[src/rtl/noise_shaping_quantizer.sv]
// Error-feedback noise-shaping quantizer (orders 0..2) with a one-deep output register.
// Define QUANT_DITHER_EN to add LFSR triangular-free uniform dither ahead of the rounding step.
module noise_shaping_quantizer #(
    parameter int IN_W      = 16,
    parameter int OUT_W     = 4,
    parameter int MAX_LEVEL = (1 << OUT_W) - 1,
    parameter int ORDER     = 1
) (
    input  logic                   clk_i,
    input  logic                   rst_i,
    input  logic                   clear_i,
    input  logic signed [IN_W-1:0] x_in_i,
    input  logic                   valid_i,
    output logic                   ready_o,
    output logic [OUT_W-1:0]       quantized_out_o,
    output logic signed [IN_W-1:0] quant_error_o,
    output logic                   valid_o,
    input  logic                   ready_i,
    output logic                   sat_o,
    output logic [15:0]            sat_count_o
);
    localparam int SH   = IN_W - OUT_W;
    localparam int VW   = IN_W + 3;
    localparam int STEP = 1 << SH;
    localparam int MID  = 1 << (OUT_W - 1);

    localparam logic signed [VW-1:0] HALF_V = VW'(STEP / 2);
    localparam logic signed [VW-1:0] MID_V  = VW'(MID);
    localparam logic signed [VW-1:0] MAXL_V = VW'(MAX_LEVEL);
    localparam logic signed [VW-1:0] ZERO_V = '0;
    localparam logic signed [VW-1:0] ERR_HI = VW'(STEP - 1);
    localparam logic signed [VW-1:0] ERR_LO = VW'(-STEP);

    logic [OUT_W-1:0]       level_q, level_d;
    logic signed [IN_W-1:0] err_q, err_d;
    logic signed [IN_W-1:0] e1_q, e1_d, e2_q, e2_d;
    logic                   valid_q, valid_d;
    logic                   sat_q, sat_d;
    logic [15:0]            cnt_q, cnt_d;

    logic                   accept;
    logic signed [VW-1:0]   x_ext, e1x, e2x, fb, dith, v, vr, q, level, level_c, rec, diff;
    logic                   sat_now;
    logic signed [IN_W-1:0] err_w;

    assign ready_o = !valid_q || ready_i;
    assign accept  = valid_i && ready_o;

`ifdef QUANT_DITHER_EN
    localparam logic signed [VW-1:0] DITH_OFF = VW'(STEP / 8);
    logic [15:0] lfsr_q, lfsr_d;
    logic        lfsr_fb;

    assign lfsr_fb = lfsr_q[15] ^ lfsr_q[13] ^ lfsr_q[12] ^ lfsr_q[10];
    assign lfsr_d  = accept ? {lfsr_q[14:0], lfsr_fb} : lfsr_q;
    assign dith    = $signed({{(VW - SH + 2){1'b0}}, lfsr_q[SH-3:0]}) - DITH_OFF;

    always_ff @(posedge clk_i or posedge rst_i) begin
        if (rst_i) begin
            lfsr_q <= 16'hACE1;
        end else begin
            lfsr_q <= lfsr_d;
        end
    end
`else
    assign dith = '0;
`endif

    always_comb begin
        x_ext = {{3{x_in_i[IN_W-1]}}, x_in_i};
        // A clear in the accept cycle means this sample sees no feedback at all.
        e1x   = clear_i ? ZERO_V : {{3{e1_q[IN_W-1]}}, e1_q};
        e2x   = clear_i ? ZERO_V : {{3{e2_q[IN_W-1]}}, e2_q};
        case (ORDER)
            0:       fb = ZERO_V;
            1:       fb = e1x;
            default: fb = (e1x <<< 1) - e2x;
        endcase
        v     = x_ext + fb + dith;
        vr    = v + HALF_V;
        q     = vr >>> SH;
        level = q + MID_V;

        sat_now = 1'b0;
        level_c = level;
        if (level < ZERO_V) begin
            level_c = ZERO_V;
            sat_now = 1'b1;
        end else if (level > MAXL_V) begin
            level_c = MAXL_V;
            sat_now = 1'b1;
        end

        rec  = (level_c - MID_V) <<< SH;
        diff = v - rec;
        if (diff > ERR_HI) begin
            err_w = ERR_HI[IN_W-1:0];
        end else if (diff < ERR_LO) begin
            err_w = ERR_LO[IN_W-1:0];
        end else begin
            err_w = diff[IN_W-1:0];
        end
    end

    always_comb begin
        level_d = level_q;
        err_d   = err_q;
        sat_d   = sat_q;
        cnt_d   = cnt_q;
        valid_d = valid_q;
        e1_d    = e1_q;
        e2_d    = e2_q;
        if (accept) begin
            level_d = level_c[OUT_W-1:0];
            err_d   = err_w;
            sat_d   = sat_now;
            valid_d = 1'b1;
            e1_d    = err_w;
            e2_d    = clear_i ? '0 : e1_q;
            if (sat_now && cnt_q != 16'hFFFF) begin
                cnt_d = cnt_q + 16'd1;
            end
        end else begin
            if (ready_i) begin
                valid_d = 1'b0;
            end
            if (clear_i) begin
                e1_d = '0;
                e2_d = '0;
            end
        end
    end

    always_ff @(posedge clk_i or posedge rst_i) begin
        if (rst_i) begin
            level_q <= '0;
            err_q   <= '0;
            sat_q   <= 1'b0;
            cnt_q   <= '0;
            valid_q <= 1'b0;
            e1_q    <= '0;
            e2_q    <= '0;
        end else begin
            level_q <= level_d;
            err_q   <= err_d;
            sat_q   <= sat_d;
            cnt_q   <= cnt_d;
            valid_q <= valid_d;
            e1_q    <= e1_d;
            e2_q    <= e2_d;
        end
    end

    assign quantized_out_o = level_q;
    assign quant_error_o   = err_q;
    assign valid_o         = valid_q;
    assign sat_o           = sat_q;
    assign sat_count_o     = cnt_q;
endmodule

[config.mk]
export PLATFORM = sky130hd
export DESIGN_NAME = noise_shaping_quantizer
export DESIGN_NICKNAME = d
export VERILOG_FILES = /design/src/rtl/noise_shaping_quantizer.sv
export SDC_FILE = /design/constraint.sdc
export NUM_CORES = 1
export LEC_CHECK = 0
export BUFFER_PORTS_ARGS = -buffer_cell sky130_fd_sc_hd__buf_2
export CORE_MARGIN = 2
export CORE_UTILIZATION = 57
export DETAILED_ROUTE_END_ITERATION = 6
export PLACE_DENSITY = 0.77
export SLEW_MARGIN = 10
export SYNTH_ARGS = -nofsm -noshare
export SYNTH_HDL_FRONTEND = slang
export SYNTH_SLANG_ARGS = --single-unit
[constraint.sdc]
create_clock -name clk_i -period 7 [get_ports clk_i]
set_input_delay 0 -clock clk_i [delete_from_list [all_inputs] [get_ports clk_i]]
set_output_delay 0 -clock clk_i [all_outputs]
set_load 0.02 [all_outputs]
# After elaboration in Yosys (flattened, before gate mapping)
# Index checks and enable logic that the tools add are counted.
# word_totals
reg_bits	54
inputBits	21
elab_cells	35
# op_classes
add_sub_neg	6
n_lt_le_gt_ge	4
n_eq_ne	1
mux	11
n_reduce_logical	7
# op_table
op	count
two-way mux 16 bit	4
adder 16 x 19 -> 19 bit	1
adder 19 x 13 -> 19 bit, second input constant	1
> comparator 19 x 13 -> 1 bit, second input constant	1
less-than comparator 19 x 13 -> 1 bit, second input constant	1
two-way mux 19 bit	1
subtractor 19 bit	1
adder 16 x 1 -> 16 bit, second input constant	1
inequality test 16 bit, second input constant	1
two-way mux 7 bit	2
adder 7 x 5 -> 8 bit, second input constant	1
> comparator 8 x 5 -> 1 bit, second input constant	1
less-than comparator 8 x 1 -> 1 bit, second input constant	1
subtractor 7 x 5 -> 7 bit, second input constant	1
two-way mux 1 bit	4
nonzero test 2 bit	2
logical AND 1 bit	2
AND reduction 2 bit	1
logical NOT 1 bit	1
logical OR 1 bit	1

# Logic depth before layout (Yosys ltp)
# Gate-level depths: netlist of run 1.
# depth
ltp_word	13
depth_mapped	33
ltp_nobuf	31

# Worst setup path after synthesis of run 1
# OpenSTA, ideal clock, no wires.
# synth_timing
path_type	register to register
from	reg e1_q[0]
to	reg err_q[10], in the netlist quant_error_o[10]
setup_ns	0.067
arrival_ns	6.358
required_ns	6.933
slack_ns	0.575
path_stages_with_launch	30
n_path_buf	2
period_less_slack_ns	6.425
cell_sequence	dfrtp_1 -> nor2b_1 -> ha_1 -> inv_1 -> fa_1 -> nor2b_1 -> o2111ai_1 -> a21oi_1 -> a32oi_1 -> xnor2_1 -> ha_1 -> o21ai_1 -> o31a_1 -> or2_2 -> ha_1 -> xnor2_1 -> a311o_1 -> buf_6 -> o21ai_1 -> ha_1 -> nor2b_1 -> o21ai_0 -> a21boi_0 -> or4b_2 -> o311ai_0 -> nor4_1 -> or4_4 -> a21oi_2 -> buf_6 -> a221o_1
# synth_between
elab_chain_len	12
# synth_lines
element	line	source
from (decl)	36	logic signed [IN_W-1:0] e1_q, e1_d, e2_q, e2_d;
from (signal assigned)	141	e1_q <= '0;
from (signal assigned)	149	e1_q <= e1_d;
two-way mux 19 bit (*)	72	e1x = clear_i ? ZERO_V : {{3{e1_q[IN_W-1]}}, e1_q};
adder 16 x 19 -> 19 bit (*)	79	v = x_ext + fb + dith;
adder 19 x 13 -> 19 bit	80	vr = v + HALF_V;
adder 7 x 5 -> 8 bit	82	level = q + MID_V;
> comparator 8 x 5 -> 1 bit	89	end else if (level > MAXL_V) begin
two-way mux 7 bit	89	
two-way mux 7 bit	86	if (level < ZERO_V) begin
subtractor 7 x 5 -> 7 bit	94	rec = (level_c - MID_V) <<< SH;
subtractor 19 bit (*)	95	diff = v - rec;
less-than comparator 19 x 13 -> 1 bit	98	end else if (diff < ERR_LO) begin
two-way mux 16 bit	98	
two-way mux 16 bit (*)	96	if (diff > ERR_HI) begin
to (signal assigned)	145	err_q <= err_d;
to (decl)	35	logic signed [IN_W-1:0] err_q, err_d;
# Mark *: on every way between the ends. The rest lies on a longest branch, timed or not.
# A chain may end at the register's enable or synchronous reset.

# Final worst setup path of run 1
# layout_timing
from	reg e1_q[1]
to	reg err_q[6], in the netlist quant_error_o[6]
# layout_between
elab_chain_len	12
# layout_lines
element	line	source
two-way mux 19 bit (*)	72	
adder 16 x 19 -> 19 bit (*)	79	
adder 19 x 13 -> 19 bit (*)	80	
adder 7 x 5 -> 8 bit (*)	82	
> comparator 8 x 5 -> 1 bit	89	
two-way mux 7 bit	89	
two-way mux 7 bit (*)	86	
named net level_c[0]	42	logic signed [VW-1:0] x_ext, e1x, e2x, fb, dith, v, vr, q, level, level_c, rec, diff;
subtractor 7 x 5 -> 7 bit (*)	94	
subtractor 19 bit (*)	95	
less-than comparator 19 x 13 -> 1 bit	98	
two-way mux 16 bit	98	
two-way mux 16 bit (*)	96	
# The timed path passes the listed nets; every way through them passes the cells marked *.

==> results of run 1 <==
kinds of logic after synthesis:
family	after synthesis
AOI/OAI and AO/OA	109
xor gates and xnor gates	34
adders and majority gates	28
buffers and inverters	27
DFF	54
muxes	3
other	1
and+or+nand+nor	135
worst max-delay path: cells and delay by family (launching register included):
family / cells / cell delay [ns]
AO/OA/AOI/OAI: 12 / 2.67
adder cells (fa/ha/maj): 4 / 1.11
AND/OR/NAND/NOR: 7 / 1.76
buffers and inverters: 4 / 0.52
flip-flops: 1 / 0.39
XOR/XNOR: 2 / 0.25
registers in the layout, indices dropped and copies added (netlist names):
signal and count:
e1_q 16, quant_error_o 16, quantized_out_o 4, sat_count_o 16
sat_o 1, valid_o 1
cell type report:
type / instances / area share [%]
Timing Repair Buffer: 78 / 11.1
Inverter: 14 / 1.22
Multi-Input combinational cell: 310 / 52.7
Clock inverter: 2 / 0.397
Tap cell: 77 / 2.18
Clock buffer: 6 / 1.87
Sequential cell: 54 / 30.6
path summary, 6_finish.rpt:
path / endpoint / slack, ns / depth (start not counted)
worst max-delay path: quant_error_o[6] / 0.24 / 29
worst min-delay path: valid_o / 0.03 / 3
worst max register to register: quant_error_o[6] / 0.24 / 29
worst min register to register: sat_o / 0.49 / 2
max in group asynchronous: quant_error_o[12] / 6.03 / 3
min in group asynchronous: quant_error_o[3] / 0.40 / 3
stage by stage:
| step | setup slack (ns) | TNS [ns] | utilization, % |
|---|---|---|---|
| after floorplan | 0.575 | 0 | - |
| after global placement | 0.329 | 0 | 65.5 |
| after detailed placement | 0.138 | 0 | 65.5 |
| after CTS | 0.0544 | 0 | 67.2 |
| after global routing | -0.0302 | -0.194 | 69.6 |
| final | 0.241 | 0 | 69.6 |
timing repair:
item                       4_1_cts  5_1_grt
setup endpoints to repair        0       32
hold endpoints to repair         1       54
hold buffers                     1        1
buffers inserted                 0        6
gates resized for setup          0       15
layout by cell type (no fill, tap or decap), drive strengths merged, types with 7 or more instances in the layout:
cell,instances
buf,75
dfrtp,54
nand2,36
xnor2,30
ha,26
o21ai,24
a221o,20
a21oi,20
nor2,18
nor2b,18
inv,13
and3,12
nand3,12
nand4,10
o21a,8
clkbuf,7
where the power goes:
group          internal, mW  total (mW)  leakage (nW)  switching, mW
clock network        0.0816       0.185        0.0514          0.104
logic                 0.579        1.34          1.39          0.764
registers             0.432       0.506         0.683         0.0744
per-layer routing:
layer | up-vias | wire length, µm | global-route usage, %
met1 | 1623 | 4110 | 34.9
met4 | 0 | 123 | 6.64
met2 | 126 | 4610 | 42.7
li1 | 1583 | - | -
met3 | 16 | 532 | 3.60
met5 | - | 0 | 0
==> impl_metrics.tcl, run 1 <==
set metrics [dict create \
    cts_sinks 54 \
    cp-end-kind "flop" \
    drt_pass1_iterations 7 \
    grt_pass1_vias 3192 \
    core_um2 6350 \
    power_mw 2.03 \
    grt_pass1_wl_um 14900 \
    netlist_instances 391 \
    synth.avg_cell_area_um2 9.62 \
    holdCritPathClass "in2reg" \
    cts.clk_slew.worst_paths_ns 0.10 \
    clk_latency_ns 0.31 \
    synth_edf_count 0 \
    min_period_over_period_pct 96.6 \
    worst_hold_slack_ns 0.0298 \
    drc 0 \
    critPathKind "reg2reg" \
    fillers 499 \
    cp.arrival_ns 7.01 \
    start_kind "flop" \
    cts_tree "done" \
    antenna_cells 0 \
    yosysUniqueCellTypes 60 \
    yosysWarnings 0 \
    syn-num-nets 440 \
    period_needed_ns 6.76 \
    synth_most_common_cell "dfrtp_1" \
    antenna_left 0 \
    final_hold_viol_count 0 \
    yosys.area.top_type "dfrtp_1" \
    yosys.area_share.adder_pct 9.71 \
    numCtsBuffers 5 \
    totalWireLength_um 9370 \
    grt_max_degree 55 \
    async_flop_share_pct 100 \
    design_area_um2 4420 \
    cts_buffer_depth 2 \
    tightest_slew_ns 1.26 \
    synthMuxAreaShare_pct 0.964 \
    fp.dieArea_um2 7270 \
    crit_top_cell "ha_1" \
    p_leak_nw 2.12 \
    syn_area_um2 3760 \
    dpl.hpwl_um 6670 \
    cts_root_buffer "clkbuf_8" \
    ios 60 \
    die_y_um 85.2 \
    finalNonFillerCells 541 \
    timing.rr.start "e1_q[1]" \
    power_density_nw_per_um2 460 \
    fp-row-count 29 \
    portBuffers 59 \
    synth.top_cell.area_share_pct 35.9 \
    critPathMaxFanout 5 \
    nets 512 \
    antenna_found_initial 0 \
    synth-main-ff-cell "dfrtp_1" \
    drtIter0Drc 154 \
    ys_seq_area_share_pct 35.9 \
    synth.area.top_cells "dfrtp_1 36%, ha_1 8.6%, xnor2_1 7.0%" \
    yosys.area_share.simple_pct 19.0 \
    fin_skew_ns 0.0131 \
    multi_input_area_um2 2330 \
    hold_start "ready_i" \
    placed_cells 523 \
    max_slew_margin_pct 15.6 \
    status "finished, final reports clean" \
    gp_congestion 0.906 \
    vias_per_cell 6.19 \
    vias 3348 \
    gr-total-overflow 0 \
    slew_viol_final 0 \
    die_x_um 85.2 \
    worst_path_largest_cell_delay_ns 0.53 \
    crit_slowest_cell "or4_4" \
    h-tree-depth 2 \
    synth_commonest_cells "54 x dfrtp_1, 36 x nand2_1, 30 x xnor2_1" \
    cap_violations 0 \
    cp.required_ns 7.26 \
    startpoint "e1_q[1]" \
    synth_top_family_by_area "compound AO/OA/AOI/OAI gates" \
    setup_viol 0 \
    ir_worst_vdd_mv 0.324 \
    areaGrowthSynthToFinish_pct 17.4 \
    placed_area_um2 4160 \
    initial_core_util_pct 59.3 \
    drive_gt1_share_pct 24.6 \
    synth-compound-area-share_pct 22.7 \
    synth_xor_area_share_pct 7.91 \
    wl_per_cell_um 17.3 \
    ys_ff_latch 54 \
    max_freq_mhz 148 \
    grtUsageTotal_pct 25.5 \
    register_area_um2 1350 \
]
(Power assumes the default switching activity.)
==> run 2, diff against run 1 <==
CORE_UTILIZATION = 62   (was 57)
PLACE_DENSITY = 0.83   (was 0.77)
clock period = 8.1 ns   (was 7 ns; I/O delays follow)
==> impl_metrics.tcl, run 2 (synthesis results as in run 1) <==
set metrics [dict create \
    status "finished, final reports clean" \
    grtUsageTotal_pct 27.5 \
    drtIter0Drc 245 \
    seqPwrFrac_pct 27.4 \
    slew_viol_final 0 \
    die_y_um 81.9 \
    antenna_found_initial 0 \
    critPathKind "reg2reg" \
    cts_buffer_depth 2 \
    ir_worst_vdd_mv 0.272 \
    p_sw_uw 772 \
    wl_per_cell_um 16.6 \
    vias 3250 \
    critPathMaxFanout 19 \
    worst_path_largest_cell_delay_ns 0.62 \
    power_density_nw_per_um2 387 \
    cp.required_ns 8.28 \
    cts.clk_slew.worst_paths_ns 0.11 \
    cellInternalPower_uw 860 \
    die_x_um 81.9 \
    clkPwrFrac_pct 9.9 \
    cp-end-kind "flop" \
    combPwrFrac_pct 62.8 \
    drive_gt1_share_pct 20.0 \
    totalWireLength_um 8750 \
    period_needed_ns 7.44 \
    antenna_left 0 \
    post_cts_buffers 0 \
    cp-endpoint "quant_error_o[12]" \
    areaGrowthSynthToFinish_pct 12.1 \
    cts_tree "done" \
    max_freq_mhz 134 \
    nets 499 \
    core_um2 5890 \
    min_period_over_period_pct 91.9 \
    r2r_slack_ns 0.66 \
    grt_pass1_wl_um 14200 \
    cap_violations 0 \
    fp.dieArea_um2 6710 \
    crit_slowest_cell "or4b_2" \
    initial_core_util_pct 63.9 \
    startpoint "e1_q[0]" \
    power_mw 1.63 \
    cts_root_buffer "clkbuf_8" \
    holdCritPathClass "in2reg" \
    max_slew_margin_pct 27.6 \
    final_hold_viol_count 0 \
    cts_sinks 54 \
    setup-tns-final_ns 0 \
    gr-total-overflow 0 \
    timing.rr.start "e1_q[0]" \
    r2r_cells 28 \
    grt_max_degree 55 \
    drt_pass1_iterations 5 \
    p_leak_nw 2.03 \
    h-tree-depth 2 \
    portBuffers 59 \
    fin_skew_ns 0.0130 \
    clk_latency_ns 0.32 \
    ios 60 \
    gp_congestion 0.878 \
    tightest_slew_ns 1.08 \
    switching_share_pct 47.3 \
    rsz0062_at_grt "no" \
    numCtsBuffers 5 \
    vias_per_cell 6.18 \
    worst_hold_slack_ns 0.238 \
    cp.arrival_ns 7.62 \
    antenna_cells 0 \
    fp-row-count 28 \
    grt_pass1_vias 3078 \
    start_kind "flop" \
    crit_top_cell "ha_1" \
    drc 0 \
    worstReg2RegEnd "quant_error_o[12]" \
    final_cell_mix "59 x buf_2, 54 x dfrtp_1, 36 x nand2_1" \
    dpl.hpwl_um 6540 \
    setup_viol 0 \
    final_common_cell "buf_2" \
]
run 2: cell count changes in the layout (fill, tap and decap cells not counted), sizes merged:
cell / delta
buf: -13
clkbuf: -2
inv: +2
clkinv: -1
dlygate4sd3: +1
run 2: through the flow:
stage | std cells | util [%] | worst slack, ns | cell area, µm²
final | 526 | 71.6 | 0.655 | 4220
after global placement | 515 | 69.4 | 0.874 | 4090
after CTS | 526 | 71.6 | 0.621 | 4210
after detailed placement | 515 | 69.4 | 0.642 | 4090
after global routing | 526 | 71.6 | 0.0618 | 4220
after floorplan | 391 | - | 1.67 | 3760
run 2: layout make-up:
type	count	area [µm²]
Fill cell	466	1670
Multi-Input combinational cell	310	2270
Sequential cell	54	1350
Tap cell	75	93.8
Clock inverter	3	28.8
Timing Repair Buffer	65	348
Clock buffer	5	68.8
Inverter	14	53.8
run 2: worst max-delay path: cells and delay by family, from the launching register on:
kind                     cells  cell delay [ns]
adder cells (fa/ha/maj)      5             1.40
AND/OR/NAND/NOR              8             1.78
XOR/XNOR                     2             0.44
AO/OA/AOI/OAI               12             3.24
buffers and inverters        1             0.07
flip-flops                   1             0.38
run 2: worst min path at each step:
stage | to | cells past startpoint | start | slack (ns)
floorplan | valid_o | 1 | valid_i | 0.11
global placement | valid_o | 2 | valid_i | 0.21
detailed placement | valid_o | 2 | valid_i | 0.22
CTS | quant_error_o[0] | 4 | x_in_i[0] | 0.22
global route | quant_error_o[0] | 4 | x_in_i[0] | 0.23
finish | quant_error_o[0] | 4 | x_in_i[0] | 0.24
run 2: power by group through the flow:
stage / registers [mW] / logic, mW / clock network, mW
after floorplan: 0.512 / 0.722 / 0
after global placement: 0.447 / 0.985 / 0
after detailed placement: 0.448 / 1.01 / 0
after CTS: 0.444 / 1.02 / 0.166
after global routing: 0.457 / 1.14 / 0.175
final: 0.447 / 1.02 / 0.161
run 2: repair_timing:
action	CTS	global route
gates resized for setup	0	1
hold endpoints to repair	55	0
hold buffers	3	0
endpoints found under the setup margin	0	12
run 2: layer usage:
layer	track usage [%]	up-vias	part of all wire (%)
met1	38.1	1547	44
met2	44.3	128	48
met4	8.17	0	1.4
li1	-	1565	-
met3	4.73	10	5.6
met5	0	-	0
==> run 3, diff against run 2 <==
CORE_UTILIZATION = 64   (was 62)
CTS_BUF_LIST = sky130_fd_sc_hd__clkbuf_8   (was default)
PLACE_DENSITY = 0.86   (was 0.83)
==> impl_metrics.tcl, run 3 (synthesis results as in run 1) <==
set metrics [dict create \
    wl_per_cell_um 17.3 \
    crit_slowest_cell "or4b_2" \
    antenna_found_initial 0 \
    portBuffers 59 \
    fillers 408 \
    topRoutingLayerUsed "met4" \
    crit_cells 28 \
    met1_length_um 3830 \
    die_x_um 80.7 \
    drtIter0Drc 249 \
    max_slew_margin_pct 22.6 \
    post_cts_buffers 0 \
    status "finished, final reports clean" \
    totalWireLength_um 9050 \
    grt_pass1_wl_um 15200 \
    cts.clk_slew.worst_paths_ns 0.11 \
    final_hold_viol_count 0 \
    ios 60 \
    critPathMaxFanout 20 \
    drc 0 \
    wl_met3_um 558 \
    min_period_over_period_pct 93.2 \
    multi_input_area_um2 2270 \
    cts_buffer_depth 2 \
    cp_top_family "compound AO/OA/AOI/OAI gates" \
    r2r_slack_ns 0.55 \
    crit_top_cell "ha_1" \
    nets 498 \
    vias 3311 \
    fp-row-count 27 \
    slew_viol_final 0 \
    wl_met2_um 4410 \
    cp-end-kind "flop" \
    grt_pass1_vias 3294 \
    power_density_nw_per_um2 395 \
    final_common_cell "buf_2" \
    cp.required_ns 8.35 \
    vias_per_cell 6.34 \
    max_freq_mhz 132 \
    ir_worst_vdd_mv 0.278 \
    fp.dieArea_um2 6510 \
    cts_root_buffer "clkbuf_8" \
    holdCritPathClass "in2reg" \
    setup-tns-final_ns 0 \
    drive_gt1_share_pct 20.0 \
    dpl.hpwl_um 6720 \
    grtUsageTotal_pct 30.1 \
    r2r_cells 28 \
    worstReg2RegEnd "quant_error_o[5]" \
    h-tree-depth 2 \
    register_area_um2 1350 \
    gr-total-overflow 0 \
    final_core_util_pct 75.3 \
    grt_max_degree 55 \
    period_needed_ns 7.55 \
    numCtsBuffers 5 \
    cap_violations 0 \
    tightest_slew_ns 1.16 \
    cts_sinks 54 \
    cp.arrival_ns 7.80 \
    rsz0062_at_grt "no" \
    worst_hold_slack_ns 0.0189 \
    initial_core_util_pct 67.1 \
    die_y_um 80.7 \
    final_cell_mix "59 x buf_2, 54 x dfrtp_1, 36 x nand2_1" \
    fin_skew_ns 0.0125 \
    worst_path_largest_cell_delay_ns 0.63 \
    clk_latency_ns 0.31 \
    areaGrowthSynthToFinish_pct 12.2 \
    core_um2 5610 \
    drt_pass1_iterations 4 \
    critPathKind "reg2reg" \
    setup_viol 0 \
    antenna_left 0 \
    cp-endpoint "quant_error_o[5]" \
    p_leak_nw 2.03 \
    cts_tree "done" \
    startpoint "e1_q[0]" \
    gp_congestion 0.925 \
    timing.rr.start "e1_q[0]" \
    antenna_cells 0 \
    crit_buf_inv 2 \
    start_kind "flop" \
]
run 3: worst min-delay path by stage:
stage / slack, ns / startpoint / to / depth (start not counted)
floorplan: 0.11 / valid_i / valid_o / 1
global placement: 0.21 / valid_i / valid_o / 2
CTS: 0.008 / ready_i / valid_o / 3
global route: 0.05 / ready_i / valid_o / 3
finish: 0.02 / ready_i / valid_o / 3
detailed placement: 0.23 / valid_i / valid_o / 2
run 3: stage by stage:
stage	instances	area [µm²]	setup WS, ns	total power [mW]
3_5_place_dp	512	4080	0.620	1.46
3_3_place_gp	512	4080	0.911	1.42
2_1_floorplan	391	3760	1.67	1.23
5_1_grt	522	4220	0.0906	1.79
6_report	522	4220	0.551	1.67
4_1_cts	522	4220	0.563	1.66
run 3: layout make-up:
cell class | instances | area share, %
Clock buffer | 5 | 1.63
Clock inverter | 3 | 1.13
Sequential cell | 54 | 32.0
Timing Repair Buffer | 64 | 8.00
Inverter | 14 | 1.27
Tap cell | 72 | 2.13
Multi-Input combinational cell | 310 | 53.8
run 3: worst register-to-register path, delay by kind of cell (launching register included):
family,cells,cell delay [ns]
AO/OA/AOI/OAI,12,2.95
XOR/XNOR,2,0.42
adder cells (fa/ha/maj),5,1.40
buffers and inverters,2,0.34
flip-flops,1,0.37
AND/OR/NAND/NOR,7,2.00
run 3: what timing repair did:
item / in CTS / in global routing
hold buffers: 2 / 0
endpoints found under the hold margin: 19 / 0
endpoints found under the setup margin: 0 / 26
resized for setup: 0 / 1
run 3: layer usage:
layer | GRT usage [%] | up-vias
li1 | - | 1555
met1 | 40.7 | 1586
met2 | 49.4 | 144
met3 | 4.72 | 26
met4 | 10.5 | 0
met5 | 0 | -
run 3: power by group:
group          switching, mW  internal, mW
registers             0.0691         0.373
clock network         0.0927        0.0944
logic                  0.615         0.421
total                  0.777         0.889
